--- src/rtl/pipe_stage_reg_pkg.sv ---
// Shared types and per-stage payload widths for the generic pipeline stage register.
// Stages size their DATA_W from these widths and pack/unpack fields themselves.
package pipe_stage_reg_pkg;

  // Held-entry state is {main_valid, skid_valid}; 01 can never be reached.
  typedef enum logic [1:0] {
    ST_EMPTY = 2'b00,
    ST_BAD   = 2'b01,
    ST_ONE   = 2'b10,
    ST_FULL  = 2'b11
  } stage_state_e;

  localparam int PC_W     = 32;
  localparam int INSN_W   = 32;
  localparam int CTRL_W   = 16;
  localparam int VALUE_W  = 32;
  localparam int IMM_W    = 32;
  localparam int SHAMT_W  = 5;
  localparam int DEST_W   = 5;
  localparam int STATUS_W = 4;
  localparam int SRC_W    = 5;

  localparam int IF_ID_PAYLOAD_W  = PC_W + INSN_W;
  localparam int ID_EX_PAYLOAD_W  = PC_W + CTRL_W + VALUE_W + IMM_W + SHAMT_W
                                  + DEST_W + STATUS_W + 2 * SRC_W;
  localparam int EX_MEM_PAYLOAD_W = PC_W + CTRL_W + 2 * VALUE_W + DEST_W + STATUS_W;
  localparam int MEM_WB_PAYLOAD_W = CTRL_W + VALUE_W + DEST_W + STATUS_W;

  function automatic logic [1:0] occ_count(input stage_state_e s);
    logic [1:0] v;
    v = s;
    return {1'b0, v[1]} + {1'b0, v[0]};
  endfunction

endpackage

--- src/rtl/pipe_sat_counter.sv ---
// Saturating up-counter: counts edges with inc high, sticks at all-ones.
// Cleared only by the asynchronous reset.
module pipe_sat_counter #(
  parameter int W = 16
) (
  input  logic         clk,
  input  logic         rst,
  input  logic         inc,
  output logic [W-1:0] cnt
);

  logic [W-1:0] cnt_q;
  logic [W-1:0] cnt_d;

  always_comb begin
    cnt_d = cnt_q;
    if (inc && (cnt_q != {W{1'b1}})) cnt_d = cnt_q + 1'b1;
  end

  always_ff @(posedge clk or posedge rst) begin
    if (rst) cnt_q <= '0;
    else     cnt_q <= cnt_d;
  end

  assign cnt = cnt_q;

endmodule

--- src/rtl/pipe_stage_reg.sv ---
// Generic inter-stage register: valid/ready with a 2-entry skid so in_ready is a flop,
// 1-cycle latency, full throughput, synchronous flush, saturating stall counter.
module pipe_stage_reg
  import pipe_stage_reg_pkg::*;
#(
  parameter int DATA_W         = 128,
  parameter bit CLEAR_ON_FLUSH = 1'b1,
  parameter int CNT_W          = 16
) (
  input  logic              clk,
  input  logic              rst,
  input  logic              flush,
  input  logic              in_valid,
  output logic              in_ready,
  input  logic [DATA_W-1:0] in_data,
  output logic              out_valid,
  input  logic              out_ready,
  output logic [DATA_W-1:0] out_data,
  output logic [1:0]        occupancy,
  output logic [CNT_W-1:0]  stall_cnt
);

  logic              main_valid_q, main_valid_d;
  logic              skid_valid_q, skid_valid_d;
  logic [DATA_W-1:0] main_data_q,  main_data_d;
  logic [DATA_W-1:0] skid_data_q,  skid_data_d;

  stage_state_e state;
  logic         accept;
  logic         drain;

  assign state  = stage_state_e'({main_valid_q, skid_valid_q});
  assign accept = in_valid & in_ready;
  assign drain  = main_valid_q & out_ready;

  always_comb begin
    main_valid_d = main_valid_q;
    skid_valid_d = skid_valid_q;
    main_data_d  = main_data_q;
    skid_data_d  = skid_data_q;

    case (state)
      ST_EMPTY: begin
        if (accept) begin
          main_valid_d = 1'b1;
          main_data_d  = in_data;
        end
      end
      ST_ONE: begin
        if (accept && drain) begin
          main_data_d = in_data;
        end else if (drain) begin
          main_valid_d = 1'b0;
        end else if (accept) begin
          skid_valid_d = 1'b1;
          skid_data_d  = in_data;
        end
      end
      ST_FULL: begin
        if (drain) begin
          main_data_d  = skid_data_q;
          skid_valid_d = 1'b0;
        end
      end
      ST_BAD: begin
        main_valid_d = 1'b0;
        skid_valid_d = 1'b0;
      end
      default: ;
    endcase

    // Flush overrides everything; a drain this cycle was still taken downstream.
    if (flush) begin
      main_valid_d = 1'b0;
      skid_valid_d = 1'b0;
      if (CLEAR_ON_FLUSH) begin
        main_data_d = '0;
        skid_data_d = '0;
      end
    end
  end

  always_ff @(posedge clk or posedge rst) begin
    if (rst) begin
      main_valid_q <= 1'b0;
      skid_valid_q <= 1'b0;
      main_data_q  <= '0;
      skid_data_q  <= '0;
    end else begin
      main_valid_q <= main_valid_d;
      skid_valid_q <= skid_valid_d;
      main_data_q  <= main_data_d;
      skid_data_q  <= skid_data_d;
    end
  end

  pipe_sat_counter #(.W(CNT_W)) u_stall_cnt (
    .clk (clk),
    .rst (rst),
    .inc (main_valid_q & ~out_ready),
    .cnt (stall_cnt)
  );

  assign in_ready  = ~skid_valid_q;
  assign out_valid = main_valid_q;
  assign out_data  = (CLEAR_ON_FLUSH && !main_valid_q) ? '0 : main_data_q;
  assign occupancy = occ_count(state);

endmodule

--- config.mk ---
export PLATFORM = sky130hd
export DESIGN_NAME = pipe_stage_reg
export DESIGN_NICKNAME = d
export VERILOG_FILES = /design/src/rtl/pipe_stage_reg_pkg.sv /design/src/rtl/pipe_sat_counter.sv /design/src/rtl/pipe_stage_reg.sv
export SDC_FILE = /design/constraint.sdc
export NUM_CORES = 1
export LEC_CHECK = 0
export CORE_MARGIN = 2
export CORE_UTILIZATION = 26
export CTS_CLUSTER_SIZE = 12
export DETAILED_ROUTE_END_ITERATION = 10
export PLACE_DENSITY = 0.47
export SYNTH_ARGS = -nofsm -noshare
export SYNTH_HDL_FRONTEND = slang
export SYNTH_SLANG_ARGS = --single-unit
--- constraint.sdc ---
create_clock -name clk -period 8 [get_ports clk]
set_clock_uncertainty 0.1 [all_clocks]
set_input_delay 0.8 -clock clk [delete_from_list [all_inputs] [get_ports clk]]
set_output_delay 0.8 -clock clk [all_outputs]
set_load 0.03 [all_outputs]
# --- Word-level counts from Yosys, hierarchy flattened ---
# Cells that the tools add are included.
totals:
  ff_bits: 274
  latch_bits: 0
  ram_bits: 0
  rom_bits: 0
  inputBits: 133
  word_cells: 56
  mem_count: 0
classes:
  n_addsub: 2
  mul: 0
  n_div: 0
  order_cmp: 0
  n_eq_ne: 13
  shifts: 0
  muxes: 19
  bitwise_logic: 5
  n_reduce_logical: 12
ops:
  columns: ["cell", "count"]
  rows:
  - ["$mux W128", 9]
  - ["$pmux W128 S3", 1]
  - ["$ne A3 B3 Y1 const B", 7]
  - ["$add A16 B1 Y16 const B", 1]
  - ["$ne A16 B16 Y1 const B", 1]
  - ["$reduce_and A4 Y1", 3]
  - ["$reduce_bool A4 Y1", 3]
  - ["$mux W1", 7]
  - ["$pmux W1 S3", 2]
  - ["$reduce_and A5 Y1", 1]
  - ["$eq A2 B2 Y1 const B", 2]
  - ["$ne A2 B2 Y1 const B", 2]
  - ["$reduce_bool A2 Y1", 2]
  - ["$and A1 B1 Y1", 3]
  - ["$add A1 B1 Y2", 1]
  - ["$eq A2 B1 Y1 const B", 1]
  - ["$logic_and A1 B1 Y1", 2]
  - ["$logic_not A2 Y1", 1]
  - ["$not A1 Y1", 2]

# --- Logic depth before layout (Yosys ltp) ---
# Gate-level depths: netlist of run 1.
logic_depth:
  depth_word: 7
  mapped_depth: 10
  mapped_depth_nobuf: 7

# --- Modules after synthesis ---
# Synthesis of run 1 repeated with hierarchy kept, for this count alone.
hier_totals:
  cells_unflattened: 1114
  hier_area_um2: 13469.2
by_module_without_submodules:
  columns: ["module", "n_inst", "cells_per_inst", "area_each_um2", "seq_area_each_um2"]
  rows:
  - ["pipe_stage_reg", 1, 1043, 12663.4, 6456.2]
  - ["pipe_sat_counter", 1, 71, 805.8, 400.4]

# --- Worst setup path after synthesis of run 1 ---
# OpenSTA, ideal clock, no wires.
synth_path:
  kind: "flip-flop to flip-flop"
  from: "reg main_valid_q, in the netlist out_valid"
  to: "reg main_data_q[61]"
  setup_ns: 0.125
  arrival_time_ns: 2.257
  required_ns: 7.775
  slack_ns: 5.518
  stages_incl_launch_ff: 8
  path_cell_list: "dfrtp_1 ha_1 clkbuf_1 clkbuf_1 buf_2 mux2i_1 nor2_1 mux2_2"
synth_via:
  elab_chain_len: 4
  word_cells_on_any_way: 12
synth_rtl:
  columns: ["item", "line", "source"]
  rows:
  - ["start, declared", "pipe_stage_reg.sv:23", "logic main_valid_q, main_valid_d;"]
  - ["start signal, assigned", "pipe_stage_reg.sv:90", "main_valid_q <= main_valid_d;"]
  - ["$and A1 B1 Y1", "pipe_stage_reg.sv:34", "assign drain = main_valid_q & out_ready;"]
  - ["$logic_and A1 B1 Y1", "pipe_stage_reg.sv:50", "if (accept && drain) begin"]
  - ["$ne A3 B3 Y1 (no source line)", null, null]
  - ["$reduce_and A4 Y1 (no source line)", null, null]
  - ["end signal, assigned", "pipe_stage_reg.sv:92", "main_data_q <= main_data_d;"]
  - ["end, declared", "pipe_stage_reg.sv:25", "logic [DATA_W-1:0] main_data_q, main_data_d;"]
# Several ways; a longest one is shown, not always the timed one.
# A chain may end at the register's enable or synchronous reset.

# --- Worst setup path in the final report of run 1 ---
layout_path:
  from: "reg main_valid_q, in the netlist out_valid"
  to: "out occupancy[1]"
layout_via:
  elab_chain_len: 1
layout_rtl:
  columns: ["item", "line", "source"]
  rows:
  - ["$add A1 B1 Y2", "pipe_stage_reg_pkg.sv:32", "return {1'b0, v[1]} + {1'b0, v[0]};"]
  - ["end, declared", "pipe_stage_reg.sv:19", "output logic [1:0] occupancy,"]
# Every way passes these cells.

==> metrics.md, run 1 <==
| Metric | Value |
|---|---|
| Outcome | finished, final reports clean |
| Global-route usage over all layers | 14.78% |
| Clock-pin slew reported for the worst setup and hold paths after clock tree synthesis | 0.06 ns |
| Setup repair after global routing missed its margin | no |
| TritonCTS clock tree | yes |
| Area delta synth->final | 33.25% |
| Worst Hold Class | reg2reg |
| Clock insertion delay at the later pin of the skew report | 0.54 ns |
| ANT nets after route | 0 |
| Main area contributors after synthesis | dfrtp_1 (51%), mux2_2 (11%), mux2i_1 (9.5%), nand2_1 (7.4%), and2_1 (6.0%) |
| Starting density of the core | 26.27% |
| Leading register cell type out of synthesis | dfrtp_1 |
| Post-layout utilization of the core | 35.00% |
| Post-detailed-route via-to-cell ratio | 4.535 |
| Mapped Area | 0.01345 mm² |
| Required arrival time at the worst endpoint | 7.10 ns |
| Clock tree sinks | 274 |
| Async SR Flop Fraction | 100.0% |
| Commonest cells after routing, fill and taps aside | clkdlybuf4s50_1 (279), dfrtp_1 (273), nand2_1 (264), nor2_1 (133), a21oi_1 (133) |
| Count of fill cells added during filler insertion | 5,193 |
| Count of buffer and inverter cells on the critical path | 2 |
| Die H | 231.4 µm |
| Sequential area share after synthesis | 50.99% |
| CTS root buffer | clkbuf_16 |
| Shortest period the worst path allows | 4.605 ns |
| Post-synth EDFFs | 0 |
| Total Negative Setup Slacks | 0 ns |
| Fraction of post-synthesis cell area in the top cell type by area | 50.99% |
| Placeable core region | 0.05120 mm² |
| Number of distinct standard cells referenced by the synthesized netlist | 34 |
| Fin area | 0.01792 mm² |
| CTS H-tree lvls | 2 |
| Nature of the critical path startpoint | register |
| TritonRoute pass-1 iters | 4 |
| Number of global-route vias before repair | 10,470 |
| Worst voltage drop across the vdd grid | 0.0001699 V |
| Largest delay share family, worst path | buffers and inverters |
| Slew Limit Headroom | 30.61% |
| Setup crit end kind | primary output |
| Hpwl dp | 23,420 µm |
| Total inserted antenna cells | 0 |
| Peak clock frequency supported by timing | 217.2 MHz |
| DRT iter0 DRCs | 535 |
| Hold Vio Cnt, Final | 0 |
| Leftover overflow at the end of global routing | 0 |
| Fin crit share | 57.56% |
| Peak per-stage delay on the critical path | 0.89 ns |
| Post-Synthesis Net Count | 1,490 |
| Total DRC errors in the routed layout | 0 |
| Floorplan die width | 231.4 µm |
| Net total in the final layout | 1,719 |
| Worst-path fanout max | 52 |
| Post-Route WL | 39,780 µm |
| Die area | 0.05356 mm² |
| Total of buffers placed on input and output ports | 280 |
| Final setup viols | 0 |
| Worst path arrival time | 3.71 ns |
| Site Rows | 83 |
| Crit-path slowest cell | buf_4 |
| Category of the critical setup timing path | reg2out |
| PostCTS Resize Cnt | 0 |
| DP Cell Count | 2,224 |
| Via Count | 10,370 |
| #FFs+latches synth | 274 |
| DR WL/cell | 17.40 µm |
| Max-cap viol count | 0 |
| Max Buffers Root-to-Sink | 3 |
| Synth area leader | dfrtp_1 |
| Number of pins exceeding their max-slew limit in the final report | 0 |
| Pin count of the biggest net entering global routing | 155 |
| Global-route wire length before repair | 61,930 µm |
| Inserted Clock Buffers | 35 |
| Number of buffers inserted by post-CTS setup repair | 0 |
| Share of layout cells above drive strength 1 | 12.27% |
| Hold bufs inserted after CTS | 0 |
| Placer's final routability congestion estimate | 0.7444 |
| Measured slew at the worst slew-check pin | 1.041 ns |
| Power density over cell area | 258.8 mW/mm² |
| Leak pwr | 7.255 nW |
| Warnings, synthesis | 0 |
| Most common library cell in the layout ignoring fill and taps | clkdlybuf4s50_1 |
| Post-synthesis average cell area | 9.947 µm² |
| Hold Worst Slack | 0.3958 ns |
| Io pins | 281 |
| Dpl cell area | 0.01682 mm² |
| Final Instance Count excl. Fillers | 2,286 |
| Gate count after technology mapping | 1,352 |
| Antenna violations before repair | 2 |
| Crit-path cells | ha_4 -> buf_4 -> clkdlybuf4s50_1 |
==> cells by family after synthesis <==
logic type               share of synthesized area [%]
AO/OA/AOI/OAI                                    5.489
XOR/XNOR                                        0.7165
adder cells (fa/ha/maj)                         0.4652
buffers and inverters                            3.517
flip-flops                                       50.99
multiplexers                                     20.41
AND/OR/NAND/NOR                                  18.41
==> cells in the mapped netlist, types with 2 or more instances <==
cell type	n
xnor2_1	8
nor2_1	133
buf_4	12
a31oi_1	4
nand4_1	6
o21ai_0	2
nor2b_1	2
nand2_1	264
mux2i_1	128
nand2b_1	2
inv_1	4
mux2_2	130
buf_1	3
a21oi_1	134
o31ai_1	2
and2_1	128
clkbuf_1	59
dfrtp_1	274
xor2_1	3
or3_1	2
buf_2	27
nand3_1	5
nor3_1	5
ha_1	5
==> worst register-to-register path, cell delays in order, from the launching register on <==
cell and delay (ns):
dfrtp_4 0.79, ha_4 0.66, buf_4 0.89, nor4b_1 0.16
nor3_2 0.22, buf_12 0.62, mux2_2 0.56
==> state kept, by name, indices dropped and copies added (netlist names) <==
name	flops
out_valid	1
main_data_q	128
skid_valid_q	1
skid_data_q	128
u_stall_cnt.cnt	16
==> report_power, final <==
group	switching [W]	internal, W
Clock	0.000616	0.000927
Sequential	0.000145	0.00162
Combinational	0.000756	0.000578
Total	0.00152	0.00312
==> per-layer routing <==
metal,vias to the layer above,routed length [µm],track usage (%)
met2,209,18600,23.65
met5,-,28,0
li1,4925,-,-
met4,4,797,3.931
met1,5174,18070,19.66
met3,56,2280,3.999
==> stage by stage <==
step	power [W]	setup WS, ns
2_1_floorplan	0.002632	3.477
3_3_place_gp	0.003130	3.774
3_5_place_dp	0.003146	3.804
4_1_cts	0.004734	3.272
5_1_grt	0.004911	3.155
6_report	0.004637	3.395
==> cell type report <==
type | count | area, µm² | area share, %
Multi-Input combinational cell | 973 | 6160 | 34.37
Timing Repair Buffer | 293 | 2929 | 16.35
Tap cell | 680 | 850.8 | 4.748
Inverter | 4 | 18.77 | 0.1047
Clock buffer | 57 | 1051 | 5.865
Clock inverter | 5 | 50.05 | 0.2793
Sequential cell | 274 | 6860 | 38.28
==> path summary, 6_finish.rpt <==
path / from / endpoint / slack (ns) / cells past startpoint
setup / recovery: out_valid$_DFFE_PP0P_ / occupancy[1] / 3.39 / 3
hold / removal: main_data_q[108]$_DFFE_PP0P_ / main_data_q[108]$_DFFE_PP0P_ / 0.40 / 1
setup reg to reg: out_valid$_DFFE_PP0P_ / main_data_q[101]$_DFFE_PP0P_ / 3.87 / 6
hold reg to reg: main_data_q[108]$_DFFE_PP0P_ / main_data_q[108]$_DFFE_PP0P_ / 0.40 / 1
max in group asynchronous: rst / main_data_q[19]$_DFFE_PP0P_ / 5.60 / 4
min in group asynchronous: rst / skid_data_q[67]$_DFFE_PP0P_ / 0.69 / 3
Note: power is estimated with default switching activity, not from simulation.
==> run 2, diff against run 1 <==
- PLACE_DENSITY: 0.47 -> 0.45
- clock period: 8 -> 4.8 ns (I/O delays scaled with it)
==> metrics.md, run 2 (synthesis gave the netlist of run 1 again) <==
| Metric | Value |
|---|---|
| Pin count of the biggest net entering global routing | 167 |
| Count of fill cells added during filler insertion | 5,199 |
| Most common library cell in the layout ignoring fill and taps | clkdlybuf4s50_1 |
| Global-route wire length before repair | 62,180 µm |
| Hpwl dp | 23,550 µm |
| ANT nets after route | 0 |
| Hold bufs inserted after CTS | 0 |
| Total DRC errors in the routed layout | 0 |
| Worst Hold Class | in2async |
| Final setup viols | 0 |
| PostCTS Resize Cnt | 0 |
| Power density over cell area | 430.4 mW/mm² |
| Max Buffers Root-to-Sink | 3 |
| Shortest period the worst path allows | 3.667 ns |
| DRT iter0 DRCs | 570 |
| CTS H-tree lvls | 2 |
| Clock tree sinks | 274 |
| Worst path arrival time | 3.09 ns |
| Total of buffers placed on input and output ports | 280 |
| Area delta synth->final | 33.62% |
| Worst voltage drop across the vdd grid | 0.0001705 V |
| Commonest cells after routing, fill and taps aside | clkdlybuf4s50_1 (279), dfrtp_1 (273), nand2_1 (264), nor2_1 (133), a21oi_1 (133) |
| Total Negative Setup Slacks | 0 ns |
| Clock-pin slew reported for the worst setup and hold paths after clock tree synthesis | 0.06 ns |
| Setup crit end kind | primary output |
| Io pins | 281 |
| TritonCTS clock tree | yes |
| Net total in the final layout | 1,720 |
| Placer's final routability congestion estimate | 0.7393 |
| Die H | 231.4 µm |
| Post-layout utilization of the core | 35.10% |
| TritonRoute pass-1 iters | 4 |
| Peak clock frequency supported by timing | 272.7 MHz |
| Number of buffers inserted by post-CTS setup repair | 0 |
| Post-Route WL | 39,730 µm |
| Site Rows | 83 |
| Share of layout cells above drive strength 1 | 12.34% |
| DR WL/cell | 17.39 µm |
| Total inserted antenna cells | 0 |
| Category of the critical setup timing path | reg2out |
| Hold Vio Cnt, Final | 0 |
| Die area | 0.05356 mm² |
| Number of pins exceeding their max-slew limit in the final report | 0 |
| Slew Limit Headroom | 32.67% |
| CTS root buffer | clkbuf_16 |
| Global-route usage over all layers | 14.86% |
| Number of global-route vias before repair | 10,410 |
| Floorplan die width | 231.4 µm |
| Antenna violations before repair | 4 |
| R2R setup slack | 1.46 ns |
| Clock insertion delay at the later pin of the skew report | 0.53 ns |
| Leftover overflow at the end of global routing | 0 |
| Required arrival time at the worst endpoint | 4.22 ns |
| Post-detailed-route via-to-cell ratio | 4.517 |
| Max-cap viol count | 0 |
| Starting density of the core | 26.27% |
| Measured slew at the worst slew-check pin | 1.010 ns |
| Inserted Clock Buffers | 36 |
| Via Count | 10,320 |
| Setup repair after global routing missed its margin | no |
| Leak pwr | 7.271 nW |
| Outcome | finished, final reports clean |
| Nature of the critical path startpoint | register |
| Fin crit share | 76.40% |
| Placeable core region | 0.05120 mm² |
| Worst-path fanout max | 72 |
run 2: changes by cell type in the layout (fill, tap and decap cells not counted), sizes merged:
cell      change
clkbuf        -2
clkinvlp      +1
run 2: routing by layer:
layer | part of all wire, % | GRT usage [%] | up-vias
met5 | 0.14 | 0 | -
met4 | 1.7 | 3.306 | 8
li1 | - | - | 4925
met3 | 5.5 | 3.875 | 53
met2 | 47 | 24.33 | 199
met1 | 46 | 19.64 | 5136
run 2: worst paths after layout:
| path | to | depth (start not counted) | startpoint |
|---|---|---|---|
| worst max-delay path | out_data[97] | 3 | out_valid$_DFFE_PP0P_ |
| worst min-delay path | main_data_q[61]$_DFFE_PP0P_ | 2 | rst |
| worst max register to register | main_data_q[90]$_DFFE_PP0P_ | 5 | out_valid$_DFFE_PP0P_ |
| worst min register to register | main_data_q[24]$_DFFE_PP0P_ | 1 | main_data_q[24]$_DFFE_PP0P_ |
| max in group asynchronous | main_data_q[17]$_DFFE_PP0P_ | 3 | rst |
| min in group clk | main_data_q[24]$_DFFE_PP0P_ | 1 | main_data_q[24]$_DFFE_PP0P_ |
run 2: metrics by stage:
stage / total power, W / hold WS, ns / setup WS, ns / std cells / area [µm²]
detailed placement: 0.005259 / 0.3848 / 1.406 / 2224 / 16870
global route: 0.008194 / 0.4005 / 0.8641 / 2285 / 17970
CTS: 0.007903 / 0.3502 / 0.9639 / 2285 / 17970
finish: 0.007735 / 0.3490 / 1.133 / 2285 / 17970
global placement: 0.005238 / 0.3807 / 1.371 / 2224 / 16870
floorplan: 0.004387 / 0.3704 / 0.5966 / 1352 / 13450
run 2: critical path, stage by stage, from the launching register on:
cell,delay [ns]
dfrtp_4,0.91
buf_4,0.65
and2_1,0.29
clkdlybuf4s50_1,0.69
run 2: report_power, final:
part           total [W]  switching [W]  internal [W]
clock network    0.00257        0.00103       0.00154
registers        0.00295       0.000258       0.00269
logic            0.00221        0.00124      0.000972
run 2: final cells by class:
class	count	area, µm²	area share, %
Sequential cell	274	6860	38.18
Clock inverter	6	57.56	0.3203
Timing Repair Buffer	293	2979	16.58
Inverter	4	18.77	0.1044
Multi-Input combinational cell	973	6160	34.28
Tap cell	680	850.8	4.735
Clock buffer	55	1044	5.807
